==> src/rtl/instr_dispatch_fsm.sv <==
// instr_dispatch_fsm: fetch/decode/dispatch sequencer that owns the PC increment/load path.
// Optional EXEC watchdog enabled by defining DISPATCH_WDT_EN.
module instr_dispatch_fsm #(
    parameter int WDT_CYCLES = 255
) (
    input  logic        clk,
    input  logic        rst,
    input  logic        run,
    output logic        fetchReq,
    input  logic        fetchAck,
    input  logic [15:0] instrIn,
    output logic [15:0] instr,
    output logic [3:0]  start,
    input  logic [3:0]  done,
    input  logic        branchTaken,
    output logic        pcInc,
    output logic        pcLoad,
    output logic        illegalOp,
    output logic        halted,
    output logic        busy,
    output logic        wdtFault
);
    typedef enum logic [2:0] {IDLE, FETCH, DECODE, EXEC, ADVANCE, HALTED} state_t;
    state_t state, state_nx;
    logic [3:0] op;
    logic [1:0] unit, unit_dec;
    logic       first, taken, is_nop, is_halt, is_unit, done_ok, wdt_hit;

    assign op       = instr[15:12];
    assign is_nop   = op == 4'h0;
    assign is_halt  = op == 4'hF;
    assign is_unit  = op == 4'h4 || op == 4'h8 || op == 4'h9 || op == 4'hC;
    assign unit_dec = op == 4'h8 ? 2'd1 : op == 4'h9 ? 2'd2 : op == 4'hC ? 2'd3 : 2'd0;
    // done is only honoured after the start cycle, and only from the launched unit
    assign done_ok  = !first && done[unit];

`ifdef DISPATCH_WDT_EN
    logic [15:0] wdt_cnt;
    assign wdt_hit = {1'b0, wdt_cnt} + 17'd1 == 17'(WDT_CYCLES);
    always_ff @(posedge clk or posedge rst) begin
        if (rst) begin
            wdt_cnt  <= '0;
            wdtFault <= 1'b0;
        end else begin
            wdt_cnt <= state == EXEC ? wdt_cnt + 16'd1 : 16'd0;
            if (state == EXEC && !done_ok && wdt_hit)
                wdtFault <= 1'b1;
        end
    end
`else
    logic [15:0] unused_wdt;
    assign unused_wdt = 16'(WDT_CYCLES);
    assign wdt_hit    = 1'b0;
    assign wdtFault   = 1'b0;
`endif

    always_comb begin
        state_nx  = state;
        fetchReq  = state == FETCH;
        start     = state == EXEC && first ? 4'b0001 << unit : 4'b0000;
        pcInc     = state == ADVANCE && !taken;
        pcLoad    = state == ADVANCE && taken;
        illegalOp = state == DECODE && !is_nop && !is_halt && !is_unit;
        halted    = state == HALTED;
        busy      = state != IDLE && state != HALTED;
        case (state)
            IDLE:    state_nx = run ? FETCH : IDLE;
            FETCH:   state_nx = fetchAck ? DECODE : FETCH;
            DECODE:  state_nx = is_halt ? HALTED : is_unit ? EXEC : ADVANCE;
            EXEC:    state_nx = done_ok ? ADVANCE : wdt_hit ? HALTED : EXEC;
            ADVANCE: state_nx = run ? FETCH : IDLE;
            default: state_nx = HALTED;
        endcase
    end

    always_ff @(posedge clk or posedge rst) begin
        if (rst) begin
            state <= IDLE;
            instr <= '0;
            unit  <= '0;
            first <= 1'b0;
            taken <= 1'b0;
        end else begin
            state <= state_nx;
            first <= state == DECODE;
            if (state == FETCH && fetchAck)
                instr <= instrIn;
            if (state == DECODE) begin
                unit  <= unit_dec;
                taken <= 1'b0;
            end
            if (state == EXEC && done_ok && unit == 2'd3)
                taken <= branchTaken;
        end
    end
endmodule

==> config.mk <==
export PLATFORM = sky130hd
export DESIGN_NAME = instr_dispatch_fsm
export DESIGN_NICKNAME = d
export VERILOG_FILES = /design/src/rtl/instr_dispatch_fsm.sv
export SDC_FILE = /design/constraint.sdc
export NUM_CORES = 1
export LEC_CHECK = 0
export BUFFER_PORTS_ARGS = -buffer_cell sky130_fd_sc_hd__buf_2
export CORE_MARGIN = 8
export CORE_UTILIZATION = 49
export DETAILED_ROUTE_END_ITERATION = 7
export PLACE_DENSITY = 0.94
export SKIP_LAST_GASP = 1
export SYNTH_ARGS = -nofsm -noshare
export SYNTH_HDL_FRONTEND = slang
export SYNTH_SLANG_ARGS = --single-unit
==> constraint.sdc <==
create_clock -name clk -period 4.7 [get_ports clk]
set_input_delay 0.705 -clock clk [delete_from_list [all_inputs] [get_ports clk]]
set_output_delay 0.705 -clock clk [all_outputs]
set_load 0.01 [all_outputs]
==> reports/metrics.cfg, run 1 <==
[run_status]
outcome=finished clean

[yosys]
synth_seq_area_share=0.493
yosysWarnings=0
synth_top_area_frac=0.493
synthArstFlopShare=1.00
synth_area_leaders=dfrtp_1, mux2_4, mux2_2, buf_6, nand2b_1
syn_area_mm2=0.00117
yosysUniqueCellTypes=35
syn_inst=96
synth_edf_count=0
syn-num-nets=121
synth.largest_area_cell=dfrtp_1
ys.flop_type=dfrtp_1
yosysMostFrequentCell=dfrtp_1
syn_area_per_cell_um2=12.2
ys_ff_latch=23
synth_common_cells=dfrtp_1, mux2_4, mux2_2

[layout]
final_util=0.640
nNetsFinal=170
multi_input_area_um2=520
layout-drive-gt1-share=0.507
diodes=0
final_area_mm2=0.00143
num-fill-cells=201
area_delta_synth_final_pct=22.5
seq_area_um2=576

[global_routing]
antenna_found_initial=0
grt_usage=0.143
grt_pass1_wl_um=4830
grt_max_degree=24
grt_pass1_vias=1074
grt_overflow=0

[worst_setup_path]
r2r_cells=3
arrival_ns=1.77
start_kind=flip-flop
path_class=flip-flop to output pin
critPathMaxFanout=7
end_kind=output pin
r2r-start=state[0]$_DFF_PP0_
r2r-end=instr[15]$_DFFE_PP0P_
reg2reg_slack_ns=2.36
cp_data_required_time_ns=3.99

[sta]
hold_violations=0
fin_worst_hold_slack_ns=0.521
rsz0062_at_grt=false
final-max-slew-violation-count=0
tns_ns=0
setup_viol_count_final=0
final_min_period_over_clock_period=0.527
skew_ns=0.00421
clock.fmax_mhz=403
slew_headroom=0.201
worst_pin_slew_ns=1.19
period_minus_slack_ns=2.48

[power]
switchingPower_mw=0.379
switching_share=0.404
power_density_mw_per_mm2=655
seqPwrFrac=0.431
comb_power_share=0.469
p_leak_nw=0.715
p_clk_frac=0.100
ir_drop_v=0.000359
internal-power_mw=0.558

[drt]
vias_per_cell=5.49
routed_wl_um=2980
antenna_left=0
vias=944
drtIter0Drc=29
drc_errors=0
post_drt_wl_per_cell_um=17.3
first_pass_iters=5

[placed_design]
io_buffers=50
dp_hpwl_um=2320
placed_cell_area_mm2=0.00140
gp_congestion=0.748

[clock_tree]
cts_buffer_depth=2
cts_tree=done
cts_setup_buffers=0
cts-root-buf=clkbuf_4
cts_resized=0
tritoncts.num_buffers=3
cts.htree.levels=1
clkSinkCount=23
cts.reportedPaths.clkPinSlew_ns=0.13
clock_latency_ns=0.32
ctsHoldBuffers=0

[floorplan]
dieArea_mm2=0.00420
initial_core_util=0.523
die_x_um=64.8
core_mm2=0.00223
io_pins=52
fp-row-count=17
chipHeight_um=64.8

[job]
maxCapViolations=0

[min_path]
hp-class=primary input to async pin

[area by class of cell]
class                      instances  area share
multi-input combinational         62       0.364
sequential                        23       0.402
clock buffer                       3      0.0157
inverter                           5      0.0149
timing repair buffer              50       0.175
tap                               28      0.0245
clock inverter                     1     0.00350
[routing by layer]
layer | wire [um] | share of wire | up-vias | track usage
li1 | - | - | 436 | -
met2 | 1570 | 0.53 | 44 | 0.248
met1 | 1150 | 0.38 | 455 | 0.157
met4 | 73 | 0.024 | 0 | 0.0681
met3 | 196 | 0.066 | 9 | 0.0395
met5 | 0 | 0 | - | 0
[power by group through the flow]
stage	sequential [mW]	clock [mW]	combinational, mW
after CTS	0.400	0.0964	0.446
after floorplan	0.387	0	0.315
after global routing	0.414	0.105	0.480
after detailed placement	0.404	0	0.442
after global placement	0.387	0	0.428
final	0.403	0.0940	0.439
[layout by cell type (no fill, tap or decap), types with 2 or more instances in the layout]
cell type	synthesis	routed
mux2i_1	2	2
nand4b_1	2	2
mux2_2	7	7
nand2b_1	5	5
nand2_1	2	2
inv_1	4	4
mux2_4	9	9
clkbuf_4	0	3
dfrtp_1	23	23
a21oi_1	5	5
nor2_1	6	6
buf_2	1	50
and4_1	2	2
o21ai_0	4	4
[cell families after synthesis]
kind of cell / after synthesis / share of synthesized area
DFF: 23 / 0.493
AOI/OAI and AO/OA: 15 / 0.0815
other: 1 / 0.00321
xor gates and xnor gates: 1 / 0.00750
buffers and inverters: 11 / 0.0611
and+or+nand+nor: 27 / 0.153
muxes: 18 / 0.200
[through the flow]
| stage | setup WS [ns] | std cells | power, mW |
|---|---|---|---|
| after global routing | 2.10 | 172 | 0.999 |
| after floorplan | 2.86 | 96 | 0.702 |
| after CTS | 2.23 | 172 | 0.943 |
| after global placement | 2.45 | 168 | 0.815 |
| final | 2.22 | 172 | 0.937 |
| after detailed placement | 2.38 | 168 | 0.846 |
[critical path, stage by stage, from the launching register on]
cell     delay (ns)
dfrtp_1        0.54
inv_1          0.14
nor2_1         0.29
nand4_1        0.19
nor2_1         0.14
buf_2          0.14
[state kept, by name, summed over array words and instances, names as in the netlist]
register and flops:
unit 2, state 3, taken 1, instr 16, first 1
[how the worst max path moves through the flow]
| stage | startpoint | end | slack, ns | cells after the start |
|---|---|---|---|---|
| after detailed placement | fetchAck | instr[14]$_DFFE_PP0P_ | 2.38 | 3 |
| after CTS | state[1]$_DFF_PP0_ | start[3] | 2.23 | 5 |
| after floorplan | state[0]$_DFF_PP0_ | illegalOp | 2.86 | 3 |
| after global placement | fetchAck | instr[13]$_DFFE_PP0P_ | 2.45 | 3 |
| after global routing | state[1]$_DFF_PP0_ | start[1] | 2.10 | 5 |
| final | state[1]$_DFF_PP0_ | start[3] | 2.22 | 5 |
Power figures use the tool's default switching activity.
==> inputs of run 2 (changes only) <==
--- a/config.mk
+++ b/config.mk
@@ -7,9 +7,9 @@
 export LEC_CHECK = 0
 export BUFFER_PORTS_ARGS = -buffer_cell sky130_fd_sc_hd__buf_2
 export CORE_MARGIN = 8
-export CORE_UTILIZATION = 49
+export CORE_UTILIZATION = 46
 export DETAILED_ROUTE_END_ITERATION = 7
-export PLACE_DENSITY = 0.94
+export PLACE_DENSITY = 0.89
 export SKIP_LAST_GASP = 1
 export SYNTH_ARGS = -nofsm -noshare
 export SYNTH_HDL_FRONTEND = slang
==> constraint.sdc (replaced) <==
create_clock -name clk -period 2.4 [get_ports clk]
set_input_delay 0.36 -clock clk [delete_from_list [all_inputs] [get_ports clk]]
set_output_delay 0.36 -clock clk [all_outputs]
set_load 0.01 [all_outputs]
==> run 2 against run 1 <==
Effect of this change: clock power rose by 88%; sequential share of layout area fell by 0.25 points; hold slack got worse by 0.33 ns; non-clock buffer count rose by 1; sequential power rose by 93%; worst setup slack got worse by 1.9 ns; combinational power rose by 100%; first-iteration DRC count rose by 59%; final cell count rose by 1.7%; die area rose by 4.9%.
==> reports/metrics.cfg, run 2 (synthesis results as in run 1) <==
[layout]
top_register=instr  ; unchanged
seq_area_um2=576  ; unchanged
layout_commonest_cell=buf_2  ; unchanged
final_area_mm2=0.00144  ; was 0.00143 mm2
layout-drive-gt1-share=0.503  ; was 0.507
final_cell_mix=buf_2, dfrtp_1, mux2_4  ; unchanged
diodes=0  ; unchanged
area_delta_synth_final_pct=23.3  ; was 22.5%
multi_input_area_um2=520  ; unchanged
largest_reg_flops=16  ; unchanged
reg.largest.list=instr: 16 flops, state: 3 flops, unit: 2 flops  ; unchanged
nNetsFinal=171  ; was 170
final_util=0.592  ; was 0.640
num-fill-cells=203  ; was 201

[global_routing]
grt_max_degree=24  ; unchanged
grt_pass1_wl_um=4840  ; was 4830 um
grt_usage=0.141  ; was 0.143
grt_overflow=0  ; unchanged
antenna_found_initial=0  ; unchanged
grt_pass1_vias=986  ; was 1074

[run_status]
outcome=finished clean  ; unchanged

[worst_setup_path]
path_class=flip-flop to output pin  ; unchanged
max_stage_delay_ns=0.53  ; was 0.54 ns
r2r-start=state[0]$_DFF_PP0_  ; unchanged
cp_data_required_time_ns=2.04  ; was 3.99 ns
timing.critical_path.mode_cell=nor2_1  ; unchanged
slowest_stage=dfrtp_1  ; unchanged
critPathMaxFanout=7  ; unchanged
critPathLaunch=state[1]$_DFF_PP0_  ; unchanged
arrival_ns=1.76  ; was 1.77 ns
start_kind=flip-flop  ; unchanged
worstPathCellList=inv_1 -> nor2_1 -> nand4_1 -> nor2_1 -> buf_2  ; unchanged
end_kind=output pin  ; unchanged

[floorplan]
die_x_um=66.4  ; was 64.8 um
fp-row-count=18  ; was 17
initial_core_util=0.480  ; was 0.523
chipHeight_um=66.4  ; was 64.8 um
dieArea_mm2=0.00441  ; was 0.00420 mm2
core_mm2=0.00243  ; was 0.00223 mm2
io_pins=52  ; unchanged

[min_path]
hp-class=primary input to async pin  ; unchanged

[clock_tree]
cts_setup_buffers=0  ; unchanged
cts-root-buf=clkbuf_4  ; unchanged
clkSinkCount=23  ; unchanged
tritoncts.num_buffers=3  ; unchanged
cts_tree=done  ; unchanged
cts.reportedPaths.clkPinSlew_ns=0.13  ; about the same
cts_buffer_depth=2  ; unchanged
ctsHoldBuffers=0  ; unchanged
clock_latency_ns=0.31  ; was 0.32 ns
cts.htree.levels=1  ; unchanged
cts_resized=0  ; unchanged

[drt]
antenna_left=0  ; unchanged
drtIter0Drc=46  ; was 29
first_pass_iters=4  ; was 5
post_drt_wl_per_cell_um=17.2  ; was 17.3 um
drc_errors=0  ; unchanged
vias_per_cell=5.39  ; was 5.49
routed_wl_um=3020  ; was 2980 um
vias=943  ; was 944

[placed_design]
io_buffers=50  ; unchanged
gp_congestion=0.766  ; was 0.748
dp_hpwl_um=2430  ; was 2320 um
placed_cell_area_mm2=0.00141  ; was 0.00140 mm2

[sta]
skew_ns=0.00966  ; was 0.00421 ns
period_minus_slack_ns=2.12
tns_ns=0  ; unchanged
slew_headroom=0.442  ; was 0.201
worst_pin_slew_ns=0.837  ; was 1.19 ns
hold_violations=0  ; unchanged
setup_viol_count_final=0  ; unchanged
final_min_period_over_clock_period=0.883
clock.fmax_mhz=472
final-max-slew-violation-count=0  ; unchanged
rsz0062_at_grt=false  ; unchanged

[power]
p_leak_nw=0.717  ; was 0.715 nW
power_density_mw_per_mm2=1270  ; was 655 mW/mm2
ir_drop_v=0.000611  ; was 0.000359 V

[job]
maxCapViolations=0  ; unchanged

==> run 2: final timing paths <==
kind | slack [ns] | cells after the start | endpoint
worst max register to register | 0.58 | 4 | instr[13]$_DFFE_PP0P_
worst max-delay path | 0.28 | 5 | start[3]
max in group asynchronous | 1.68 | 2 | instr[11]$_DFFE_PP0P_
min in group clk | 0.27 | 2 | instr[5]$_DFFE_PP0P_
worst min-delay path | 0.19 | 2 | instr[3]$_DFFE_PP0P_
worst min register to register | 0.52 | 1 | instr[6]$_DFFE_PP0P_
==> run 2: critical path, delay by kind of cell, from the launching register on <==
family        cells  cell delay, ns
buf+inv           2            0.29
flops             1            0.53
simple gates      3            0.62
==> run 2: layer usage <==
| layer | vias up | routed length (um) | GRT usage | share of wire |
|---|---|---|---|---|
| met2 | 35 | 1650 | 0.242 | 0.55 |
| li1 | 445 | - | - | - |
| met3 | 8 | 153 | 0.0322 | 0.051 |
| met5 | - | 0 | 0 | 0 |
| met4 | 0 | 66 | 0.0800 | 0.022 |
| met1 | 455 | 1140 | 0.154 | 0.38 |
==> run 2: layout make-up <==
cell class              count  area share
repair buffers             51       0.179
well taps                  30      0.0261
flip-flops and latches     23       0.400
inverters                   5      0.0148
clock buffers               4      0.0183
multi-input cells          62       0.362
==> run 2: through the flow <==
step / worst slack, ns / total power, mW / hold WS (ns) / instances
after global placement: 0.704 / 1.61 / 0.490 / 171
after CTS: 0.291 / 1.85 / 0.219 / 175
final: 0.282 / 1.83 / 0.192 / 175
after global routing: 0.189 / 1.96 / 0.260 / 175
after detailed placement: 0.591 / 1.67 / 0.494 / 171
after floorplan: 0.792 / 1.37 / 0.362 / 96
==> run 2: report_power, final <==
group	total (mW)	leakage (nW)	internal, mW	switching [mW]
clock	0.177	0.0150	0.0648	0.112
combinational	0.879	0.422	0.467	0.411
sequential	0.777	0.280	0.567	0.210
